File: config.mk
export PLATFORM = sky130hd
export DESIGN_NAME = serial_adder
export DESIGN_NICKNAME = d
export VERILOG_FILES = /design/src/rtl/serial_adder.sv
export SDC_FILE = /design/constraint.sdc
export NUM_CORES = 1
export LEC_CHECK = 0
export CAP_MARGIN = 20
export CORE_AREA = 2 2 47 49
export DETAILED_ROUTE_END_ITERATION = 10
export DIE_AREA = 0 0 49 51
export GPL_TIMING_DRIVEN = 0
export PLACE_DENSITY = 0.79
export SETUP_SLACK_MARGIN = 0.5
export SLEW_MARGIN = 25
export SYNTH_ARGS = -nofsm -noshare
export SYNTH_HDL_FRONTEND = slang
export SYNTH_SLANG_ARGS = --single-unit
File: constraint.sdc
create_clock -name clk -period 2.15 [get_ports clk]
set_input_delay 0.645 -clock clk [delete_from_list [all_inputs] [get_ports clk]]
set_output_delay 0.645 -clock clk [all_outputs]
set_load 0.005 [all_outputs]
File: src/rtl/serial_adder.sv
// ---------------------------------------------------------------------------
// serial_adder
//
// Multi-cycle unsigned adder/subtractor. Operands are captured on a start
// handshake in IDLE and processed LSB-first, DIGIT bits per clock, through a
// single DIGIT-wide ripple slice whose carry is held in a register between
// clocks. The WIDTH+1-bit result is published together with a one-cycle done
// pulse, and then held until the next completion or reset.
//
// Parameters:
//   WIDTH  operand width in bits (>= 1)
//   DIGIT  bits processed per clock; must divide WIDTH exactly
//
// Ports:
//   clk    in   rising-edge clock
//   rst_n  in   asynchronous active-low reset
//   start  in   request, sampled only in IDLE
//   sub    in   0: a+b, 1: a-b (sampled with start)
//   a, b   in   unsigned operands, WIDTH bits (sampled with start)
//   busy   out  high while slices are being processed
//   done   out  one-cycle pulse when r takes a new value
//   ovf    out  signed overflow of the last result (SERIAL_ADDER_OVF_EN only)
//   r      out  result, WIDTH+1 bits; r[WIDTH] is the carry out
//
// Build option:
//   SERIAL_ADDER_OVF_EN  adds the ovf output and its register.
//
// State table:
//   IDLE | waiting for start; r and ovf hold the last result
//   RUN  | one slice per clock; the last slice loads r and raises done
//   DONE | done high for this cycle only; returns to IDLE on the next edge
// ---------------------------------------------------------------------------
module serial_adder #(
  parameter int WIDTH = 4,
  parameter int DIGIT = 1
) (
  input  logic             clk,
  input  logic             rst_n,
  input  logic             start,
  input  logic             sub,
  input  logic [WIDTH-1:0] a,
  input  logic [WIDTH-1:0] b,
  output logic             busy,
  output logic             done,
`ifdef SERIAL_ADDER_OVF_EN
  output logic             ovf,
`endif
  output logic [WIDTH:0]   r
);

  // Guarded so a bad DIGIT reports the $error below instead of dividing by 0.
  localparam int N = (DIGIT > 0) ? WIDTH / DIGIT : 1;
  localparam int CNT_W = (N > 1) ? $clog2(N) : 1;
  localparam logic [CNT_W-1:0] CNT_LAST = CNT_W'(N - 1);

  generate
    if (WIDTH < 1) begin : g_bad_width
      $error("serial_adder: WIDTH must be >= 1");
    end
    if ((DIGIT < 1) || ((WIDTH % DIGIT) != 0)) begin : g_bad_digit
      $error("serial_adder: DIGIT must be >= 1 and divide WIDTH exactly");
    end
  endgenerate

  typedef enum logic [1:0] {
    IDLE = 2'd0,
    RUN  = 2'd1,
    DONE = 2'd2
  } state_e;

  state_e           state_q;
  logic [WIDTH-1:0] opa_q;
  logic [WIDTH-1:0] opb_q;
  logic [WIDTH-1:0] sum_q;
  logic             carry_q;
  logic [CNT_W-1:0] cnt_q;
  logic             busy_q;
  logic             done_q;
  logic [WIDTH:0]   r_q;

  // One DIGIT-wide ripple slice over the low bits of the shifting operands.
  logic [DIGIT:0]   slice;
  logic [DIGIT-1:0] slice_sum;
  logic             slice_cout;
  logic [WIDTH-1:0] sum_d;

  assign slice      = {1'b0, opa_q[DIGIT-1:0]}
                    + {1'b0, opb_q[DIGIT-1:0]}
                    + {{DIGIT{1'b0}}, carry_q};
  assign slice_sum  = slice[DIGIT-1:0];
  assign slice_cout = slice[DIGIT];

  // Sum bits enter from the MSB side so that after N slices the first slice
  // has reached bit 0. With a single slice there is nothing to shift.
  generate
    if (DIGIT == WIDTH) begin : g_sum_single
      assign sum_d = slice_sum;
    end else begin : g_sum_shift
      assign sum_d = {slice_sum, sum_q[WIDTH-1:DIGIT]};
    end
  endgenerate

`ifdef SERIAL_ADDER_OVF_EN
  logic ovf_q;
  logic msb_cin;

  // Carry into the slice MSB recovered from its sum bit: s = a ^ b ^ cin.
  assign msb_cin = slice_sum[DIGIT-1] ^ opa_q[DIGIT-1] ^ opb_q[DIGIT-1];
  assign ovf     = ovf_q;
`endif

  always_ff @(posedge clk or negedge rst_n) begin
    if (!rst_n) begin
      state_q <= IDLE;
      opa_q   <= '0;
      opb_q   <= '0;
      sum_q   <= '0;
      carry_q <= 1'b0;
      cnt_q   <= '0;
      busy_q  <= 1'b0;
      done_q  <= 1'b0;
      r_q     <= '0;
`ifdef SERIAL_ADDER_OVF_EN
      ovf_q   <= 1'b0;
`endif
    end else begin
      case (state_q)
        IDLE: begin
          done_q <= 1'b0;
          if (start) begin
            // Subtraction as a + ~b + 1: the +1 rides in on the initial carry.
            opa_q   <= a;
            opb_q   <= sub ? ~b : b;
            carry_q <= sub;
            cnt_q   <= '0;
            busy_q  <= 1'b1;
            state_q <= RUN;
          end
        end

        RUN: begin
          opa_q   <= opa_q >> DIGIT;
          opb_q   <= opb_q >> DIGIT;
          carry_q <= slice_cout;
          sum_q   <= sum_d;
          cnt_q   <= cnt_q + CNT_W'(1);
          if (cnt_q == CNT_LAST) begin
            r_q     <= {slice_cout, sum_d};
`ifdef SERIAL_ADDER_OVF_EN
            ovf_q   <= msb_cin ^ slice_cout;
`endif
            busy_q  <= 1'b0;
            done_q  <= 1'b1;
            state_q <= DONE;
          end
        end

        DONE: begin
          done_q  <= 1'b0;
          state_q <= IDLE;
        end

        default: begin
          busy_q  <= 1'b0;
          done_q  <= 1'b0;
          state_q <= IDLE;
        end
      endcase
    end
  end

  assign busy = busy_q;
  assign done = done_q;
  assign r    = r_q;

  a_done_single : assert property (@(posedge clk) disable iff (!rst_n)
                                   done_q |=> !done_q);
  a_busy_done_excl : assert property (@(posedge clk) disable iff (!rst_n)
                                      !(busy_q && done_q));

endmodule

# == After elaboration in Yosys (flattened, before gate mapping) ==
# Cells that the tools add are included.
# totals
regBits,24
input_bits,12
out_inout_bits,7
# classes
addsub,3
eq_ne,5
n_mux,17
bitwise_logic,2
n_reduce_logical,6
# ops
cell,n
$pmux W4 S2,2
$mux W4,3
$pmux W2 S2,2
$mux W2,3
$reduce_and A2 Y1,3
$mux W1,5
$eq A2 B2 Y1 const B,2
$ne A2 B2 Y1 const B,2
$not A4 Y4,1
$pmux W1 S3,1
$reduce_and A3 Y1,1
$add A1 B1 Y2,1
$add A2 B1 Y2,1
$add A2 B1 Y2 const B,1
$eq A2 B1 Y1 const B,1
$logic_not A2 Y1,1
$pmux W1 S2,1
$reduce_bool A2 Y1,1
$not A1 Y1,1

# == Longest topological paths before layout ==
# Gate-level depths: netlist (run 1).
# logic_depth
word_depth,4
depth_mapped,5
ltp_nobuf,4

# == Worst setup path after synthesis (run 1) ==
# No wires, ideal clock.
# synth_timing
path_type,in2reg
from,input port sub
to,register opb_q[0]
setup_time_ns,0.126
t_arrival_ns,1.322
required_time_ns,2.024
slack_ns,0.701
path_stages,4
path_cell_list,clkbuf_1 xnor2_1 nor2_1 a221o_2
# synth_between
elab_chain_cells,3
# synth_lines
item,line,source
from (decl),40,"input logic sub,"
$mux W4,133,opb_q <= sub ? ~b : b;
$mux W4,130,if (start) begin
$pmux W4 S2,127,case (state_q)
to (signal assigned),133,
to (signal assigned),143,opb_q <= opb_q >> DIGIT;
to (decl),73,logic [WIDTH-1:0] opb_q;
# No other way between the ends. The select of a mux whose other input is x is not followed.
# A chain may end at the register's enable or synchronous reset.

# == Final worst setup path (run 1) ==
# layout_timing
from,"register r_q[1], in the netlist r[1]"
to,output port r[1]
# layout_lines
item,line,source
from (decl),79,logic [WIDTH:0] r_q;
from (signal assigned),148,"r_q <= {slice_cout, sum_d};"
to (decl),48,output logic [WIDTH:0] r
# No word-level cell between the ends.

==> summary.md, run 1 <==
| Metric | Value |
|---|---|
| Mapped Nets | `108` |
| Peak VDD IR | `roughly 0.00062 V` |
| Crit end category | `primary output` |
| First-pass GRT wire length | `roughly 3100 um` |
| Min Tclk post-route | `between 1.5 and 2 ns` |
| Fin nets | `roughly 130` |
| Die ar. | `between 2000 and 2500 um2` |
| Critical path peak fanout | `2` |
| Die width | `roughly 50 um` |
| Synth Instances | `between 90 and 100` |
| Achievable Freq | `around 620 MHz` |
| Fin util | `0.6149` |
| Register area share after synthesis | `0.5603` |
| R2R depth | `5` |
| Seq cells post-synth | `23` |
| Family with the most delay on the worst path | `flip-flops` |
| Most common cell after layout, fill and taps aside | `dfrtp_1` |
| Drt drc | `0` |
| Total number of H-tree levels | `1` |
| Final setup fails | `0` |
| Outcome | `completed` |
| WS Path Type | `flip-flop to primary output` |
| Share of cells above drive strength 1 | `0.1795` |
| Layout area overhead | `23.51%` |
| Placer Congestion | `between 0.7 and 0.8` |
| Leakage power | `0.6121 nW` |
| Max-cap check violation count | `0` |
| Hold buffers post-CTS | `0` |
| Yosys warnings | `0` |
| Number of failing hold endpoints at the final stage | `0` |
| Hold WC Path Type | `input pin to async pin` |
| Die height | `between 50 and 60 um` |
| Total global routing track utilization | `0.1637` |
| Pwr/cell area | `around 1200 nW/um2` |
| Worst endpoint data arrival time | `between 0.9 and 1 ns` |
| I/O pin cnt | `19` |
| Final ANT Viol Nets | `0` |
| Most frequent cells in the layout | `dfrtp_1 (23), nand2_1 (16), clkdlybuf4s50_1 (8), nor2_1 (6), o21ai_0 (6)` |
| Via-to-Cell Ratio | `4.952` |
| Largest stage delay on the critical path | `about 0.4 ns` |
| DR iter-0 viols | `8` |
| Hpwl dp | `roughly 1300 um` |
| Largest net degree at the start of global routing | `24` |
| Via Count | `approximately 700` |
| Syn avg cell area | `around 11 um2` |
| Vias in the first global route | `approximately 720` |
| # diodes | `0` |
| Total CTS buffers | `3` |
| Setup_tns | `0 ns` |
| Clock Latency Late Sink | `0.31 ns` |
| Startpoint types | `flip-flop` |
| Slew margin rel. | `0.6708` |
| Critical path buffers and inverters | `1` |
| R2r setup slk | `about 0.82 ns` |
| Sink Count | `23` |
| Clock root buffer | `clkbuf_4` |
| Distinct cells, synth | `25` |
| Final Cycle Share | `0.7480` |
| Required @ worst endpoint | `approximately 1.5 ns` |
| Worst-path cell chain | `dlygate4sd2_1` |
| Worst r2r src | `state_q[1]$_DFFE_PN0P_` |
| Tot Pwr | `0.001584 W` |
| Clock Tree Buf Depth | `2` |
| CTS tree | `done` |
| CORE AREA | `slightly above 2000 um2` |
| FF-to-FF End | `opb_q[2]$_DFFE_PN0P_` |
| Final Skew | `0.01015 ns` |
| Mapped Area | `between 1000 and 1500 um2` |
| Drt pass-1 iters | `4` |
| Clk pin slew, worst setup/hold paths | `around 0.13 ns` |
| Starting Density | `0.4979` |
| Rows | `17` |
| Average wire per standard cell | `roughly 12 um` |
| WL final | `1753 um` |
| Antenna violations before repair | `0` |
| IO buf count | `17` |
| Grt total ovfl | `0` |
| Worst-margin pin slew | `0.4939 ns` |
| Slew Limit Fails | `0` |
| Worst path slowest cell | `dfrtp_1` |
| RSZ-0062 raised after global routing | `false` |
-- layout make-up --
type                    count  area [um2]
well taps                  28       35.03
clock buffers               3       22.52
fillers                   181       794.5
inverters                   4       15.01
plain buffers               6       42.54
repair buffers             19       178.9
clock inverters             1       5.005
flip-flops and latches     23       575.6
multi-input cells          61       394.1
-- through the flow --
stage	worst slack, ns	cell area [um2]	instances	hold slack (ns)
CTS	0.3497	1259	144	0.4909
floorplan	0.7013	1027	94	0.3494
finish	0.5417	1269	145	0.2796
global placement	0.1759	1232	139	0.4574
detailed placement	0.1606	1232	139	0.4619
global route	0.5065	1269	145	0.3139
-- flip-flops by register name, summed over array words and instances, names as in the netlist --
signal / count
opa_q: 4
cnt_q: 2
sum_q: 3
state_q: 2
carry_q: 1
r: 5
done: 1
busy: 1
opb_q: 4
-- routing by layer --
metal  share of wire  up-vias  GRT usage
li1                -      360          -
met1            0.48      340     0.2058
met2            0.48       16     0.2717
met3           0.038        2    0.02924
met4          0.0091        0    0.08571
met5               0        -          0
-- power by group --
group          internal [W]  total, W  switching, W
clock             0.0000694  0.000195      0.000126
sequential         0.000613  0.000721      0.000107
combinational      0.000345  0.000668      0.000323
total               0.00103   0.00158      0.000556
-- worst max-delay path by stage --
stage,startpoint,cells after the start,to
final,r[1]$_DFFE_PN0P_,1,r[1]
after detailed placement,start,5,opb_q[1]$_DFFE_PN0P_
after global routing,r[1]$_DFFE_PN0P_,1,r[1]
after CTS,busy$_DFFE_PN0P_,1,busy
after floorplan,sub,4,opb_q[0]$_DFFE_PN0P_
after global placement,start,5,opa_q[3]$_DFFE_PN0P_
-- synth_stat cells --
master	count	area [um2]
a21oi_1	4	20.02
a221o_2	3	33.78
a22oi_1	2	15.01
and3b_1	2	17.52
buf_2	1	5.000
buf_4	1	7.510
buf_6	2	22.52
clkbuf_1	2	7.510
dfrtp_1	23	575.6
fa_1	1	20.02
ha_1	1	12.51
inv_1	4	15.01
mux2_2	5	56.30
nand2_1	16	60.06
nand2_2	1	6.260
nand2b_1	1	6.260
nand3_1	3	15.01
nor2_1	6	22.52
nor2b_1	2	12.51
o21ai_0	6	30.03
o21ai_1	1	5.000
o21bai_2	1	11.26
o22ai_1	1	6.260
or3b_1	1	8.760
xnor2_1	4	35.03
-- cells by family after synthesis --
kind of cell,synth area share
AND/OR/NAND/NOR,0.1450
flip-flops,0.5603
AO/OA/AOI/OAI,0.1181
buffers and inverters,0.05602
multiplexers,0.05481
XOR/XNOR,0.03410
adder cells (fa/ha/maj),0.03167
-- what timing repair did --
| action | in CTS | in global routing |
|---|---|---|
| endpoints found under the setup margin | 10 | 5 |
| gates resized for setup | 7 | 5 |
| buffers inserted | 1 | 1 |
Power figures use the tool's default switching activity.
==> run 2: changes to the inputs <==
--- a/config.mk
+++ b/config.mk
@@ -6,11 +6,11 @@
 export NUM_CORES = 1
 export LEC_CHECK = 0
 export CAP_MARGIN = 20
-export CORE_AREA = 2 2 47 49
+export CORE_AREA = 2 2 49 51
 export DETAILED_ROUTE_END_ITERATION = 10
-export DIE_AREA = 0 0 49 51
+export DIE_AREA = 0 0 51 53
 export GPL_TIMING_DRIVEN = 0
-export PLACE_DENSITY = 0.79
+export PLACE_DENSITY = 0.74
 export SETUP_SLACK_MARGIN = 0.5
 export SLEW_MARGIN = 25
 export SYNTH_ARGS = -nofsm -noshare
==> constraint.sdc (replaced) <==
create_clock -name clk -period 1.7 [get_ports clk]
set_input_delay 0.51 -clock clk [delete_from_list [all_inputs] [get_ports clk]]
set_output_delay 0.51 -clock clk [all_outputs]
set_load 0.005 [all_outputs]
==> summary.md, run 2 (same netlist as run 1, synthesis figures left out) <==
| Metric | Value |
|---|---|
| Leakage power | `0.6817 nW (was 0.6121 nW)` |
| Pre-CTS worst setup slack | `-0.1646 ns (was 0.1606 ns)` |
| Sink Count | `23 (unchanged)` |
| Min Tclk post-route | `around 1.3 ns` |
| Pwr/cell area | `1632 nW/um2 (was 1248 nW/um2)` |
| Hpwl dp | `1263 um (was 1253 um)` |
| Critical path buffers and inverters | `1 (unchanged)` |
| Average wire per standard cell | `13.01 um (was 12.09 um)` |
| WL final | `1965 um (was 1753 um)` |
| Family with the most delay on the worst path | `flip-flops (unchanged)` |
| Drt drc | `0 (unchanged)` |
| Crit end category | `primary output (unchanged)` |
| Hold WC Path Type | `input pin to async pin (unchanged)` |
| Most common cell after layout, fill and taps aside | `dfrtp_1 (unchanged)` |
| Final Skew | `0.002294 ns (was 0.01015 ns)` |
| Via Count | `760 (was 718)` |
| I/O pin cnt | `19 (unchanged)` |
| Share of cells above drive strength 1 | `0.4146 (was 0.1795)` |
| Worst-path cell chain | `buf_2 (was dlygate4sd2_1)` |
| Achievable Freq | `between 700 and 800 MHz` |
| Clock root buffer | `clkbuf_4 (unchanged)` |
| CORE AREA | `2148 um2 (was 2063 um2)` |
| WS Path Type | `flip-flop to primary output (unchanged)` |
| Fin worst setup slack | `0.3609 ns (was 0.5417 ns)` |
| Antenna violations before repair | `0 (unchanged)` |
| IO buf count | `17 (unchanged)` |
| Starting Density | `0.4782 (was 0.4979)` |
| Required @ worst endpoint | `1.19 ns (was 1.50 ns)` |
| Slew Limit Fails | `0 (unchanged)` |
| Grt total ovfl | `0 (unchanged)` |
| Die width | `51 um (was 49 um)` |
| Die ar. | `2703 um2 (was 2499 um2)` |
| Die height | `53 um (was 51 um)` |
| Setup_tns | `0 ns (unchanged)` |
| Clk pin slew, worst setup/hold paths | `0.12 ns (was 0.13 ns)` |
| RSZ-0062 raised after global routing | `true (was false)` |
| Max-cap check violation count | `0 (unchanged)` |
| Final Cycle Share | `0.7877` |
| Filler cells | `181 (unchanged)` |
| Outcome | `completed (unchanged)` |
| Total CTS buffers | `3 (unchanged)` |
| Fin nets | `138 (was 132)` |
| Final setup fails | `0 (unchanged)` |
| DR iter-0 viols | `12 (was 8)` |
| Final ANT Viol Nets | `0 (unchanged)` |
| First-pass GRT wire length | `3381 um (was 3098 um)` |
| Worst-margin pin slew | `0.5156 ns (was 0.4939 ns)` |
| Vias in the first global route | `746 (was 722)` |
| Max FFs per register | `5 (unchanged)` |
| Total global routing track utilization | `0.1703 (was 0.1637)` |
| Drt pass-1 iters | `4 (unchanged)` |
| Startpoint types | `flip-flop (unchanged)` |
| Total number of H-tree levels | `1 (unchanged)` |
| Critical path peak fanout | `2 (unchanged)` |
| Slew margin rel. | `0.6563 (was 0.6708)` |
| Layout area overhead | `36.05% (was 23.51%)` |
| Clock Tree Buf Depth | `2 (unchanged)` |
| Tot Pwr | `0.002281 W (was 0.001584 W)` |
| Largest net degree at the start of global routing | `24 (unchanged)` |
| Worst endpoint data arrival time | `0.83 ns (was 0.96 ns)` |
| Number of failing hold endpoints at the final stage | `0 (unchanged)` |
| Clock Latency Late Sink | `0.30 ns (was 0.31 ns)` |
| Rows | `17 (unchanged)` |
| Worst path slowest cell | `dfrtp_1 (unchanged)` |
| Peak VDD IR | `0.001012 V (was 0.0006243 V)` |
| Via-to-Cell Ratio | `5.033 (was 4.952)` |
| Placer Congestion | `0.7920 (was 0.7488)` |
| Most frequent cells in the layout | `dfrtp_1 (23), nand2_1 (15), buf_2 (9), clkdlybuf4s50_1 (8), buf_4 (7) (was dfrtp_1 (23), nand2_1 (16), clkdlybuf4s50_1 (8), nor2_1 (6), o21ai_0 (6))` |
| CTS tree | `done (unchanged)` |
| Largest stage delay on the critical path | `0.40 ns (about the same)` |
| # diodes | `0 (unchanged)` |
## run 2: cell types whose count changed in the layout (fill, tap and decap cells not counted), moves of 4 or more
cell,before,now
buf_4,3,7
o21ai_0,6,2
buf_2,2,9
clkdlybuf4s15_1,4,0
## run 2: repair_timing
item	4_1_cts	5_1_grt
hold buffers	0	0
buffers inserted	6	2
pin swaps	6	5
setup endpoints to repair	48	25
resized for setup	39	23
gates cloned	0	0
## run 2: metal layers
| layer | GRT usage | part of all wire | up-vias |
|---|---|---|---|
| met5 | 0 | 0 | - |
| met4 | 0.06757 | 0.0071 | 0 |
| met3 | 0.02542 | 0.046 | 2 |
| met2 | 0.2987 | 0.51 | 22 |
| met1 | 0.2102 | 0.44 | 366 |
| li1 | - | - | 370 |
## run 2: where the power goes
part	internal [W]	leakage (nW)	switching, W
Combinational	0.000602	0.376	0.000518
Clock	0.0000915	0.0150	0.000152
Sequential	0.000776	0.291	0.000141
## run 2: layout make-up
cell class	count	area, um2	area share
Clock buffer	4	26.28	0.01880
Multi-Input combinational cell	61	489.2	0.3500
Timing Repair Buffer	25	192.7	0.1379
Buffer	6	63.81	0.04566
Inverter	4	15.01	0.01074
Sequential cell	23	575.6	0.4118
Tap cell	28	35.03	0.02507
## run 2: final timing paths
check                                  startpoint                endpoint  slack, ns  cells after the start
min in group clk             sum_q[1]$_DFFE_PN0P_    sum_q[1]$_DFFE_PN0P_       0.49                      2
hold reg to reg              sum_q[1]$_DFFE_PN0P_    sum_q[1]$_DFFE_PN0P_       0.49                      2
setup reg to reg           state_q[0]$_DFFE_PN0P_        r[4]$_DFFE_PN0P_       0.41                      4
max in group asynchronous                   rst_n        r[1]$_DFFE_PN0P_       1.20                      1
setup / recovery                 busy$_DFFE_PN0P_                    busy       0.36                      1
hold / removal                              rst_n  state_q[1]$_DFFE_PN0P_       0.16                      1
## run 2: through the flow
stage | hold slack [ns] | instance area (um2) | utilization | cells
floorplan | 0.2144 | 1047 | - | 94
global placement | 0.4580 | 1252 | 0.5830 | 139
detailed placement | 0.4752 | 1252 | 0.5830 | 139
CTS | 0.5048 | 1318 | 0.6133 | 149
global route | 0.1840 | 1398 | 0.6506 | 151
finish | 0.1578 | 1398 | 0.6506 | 151
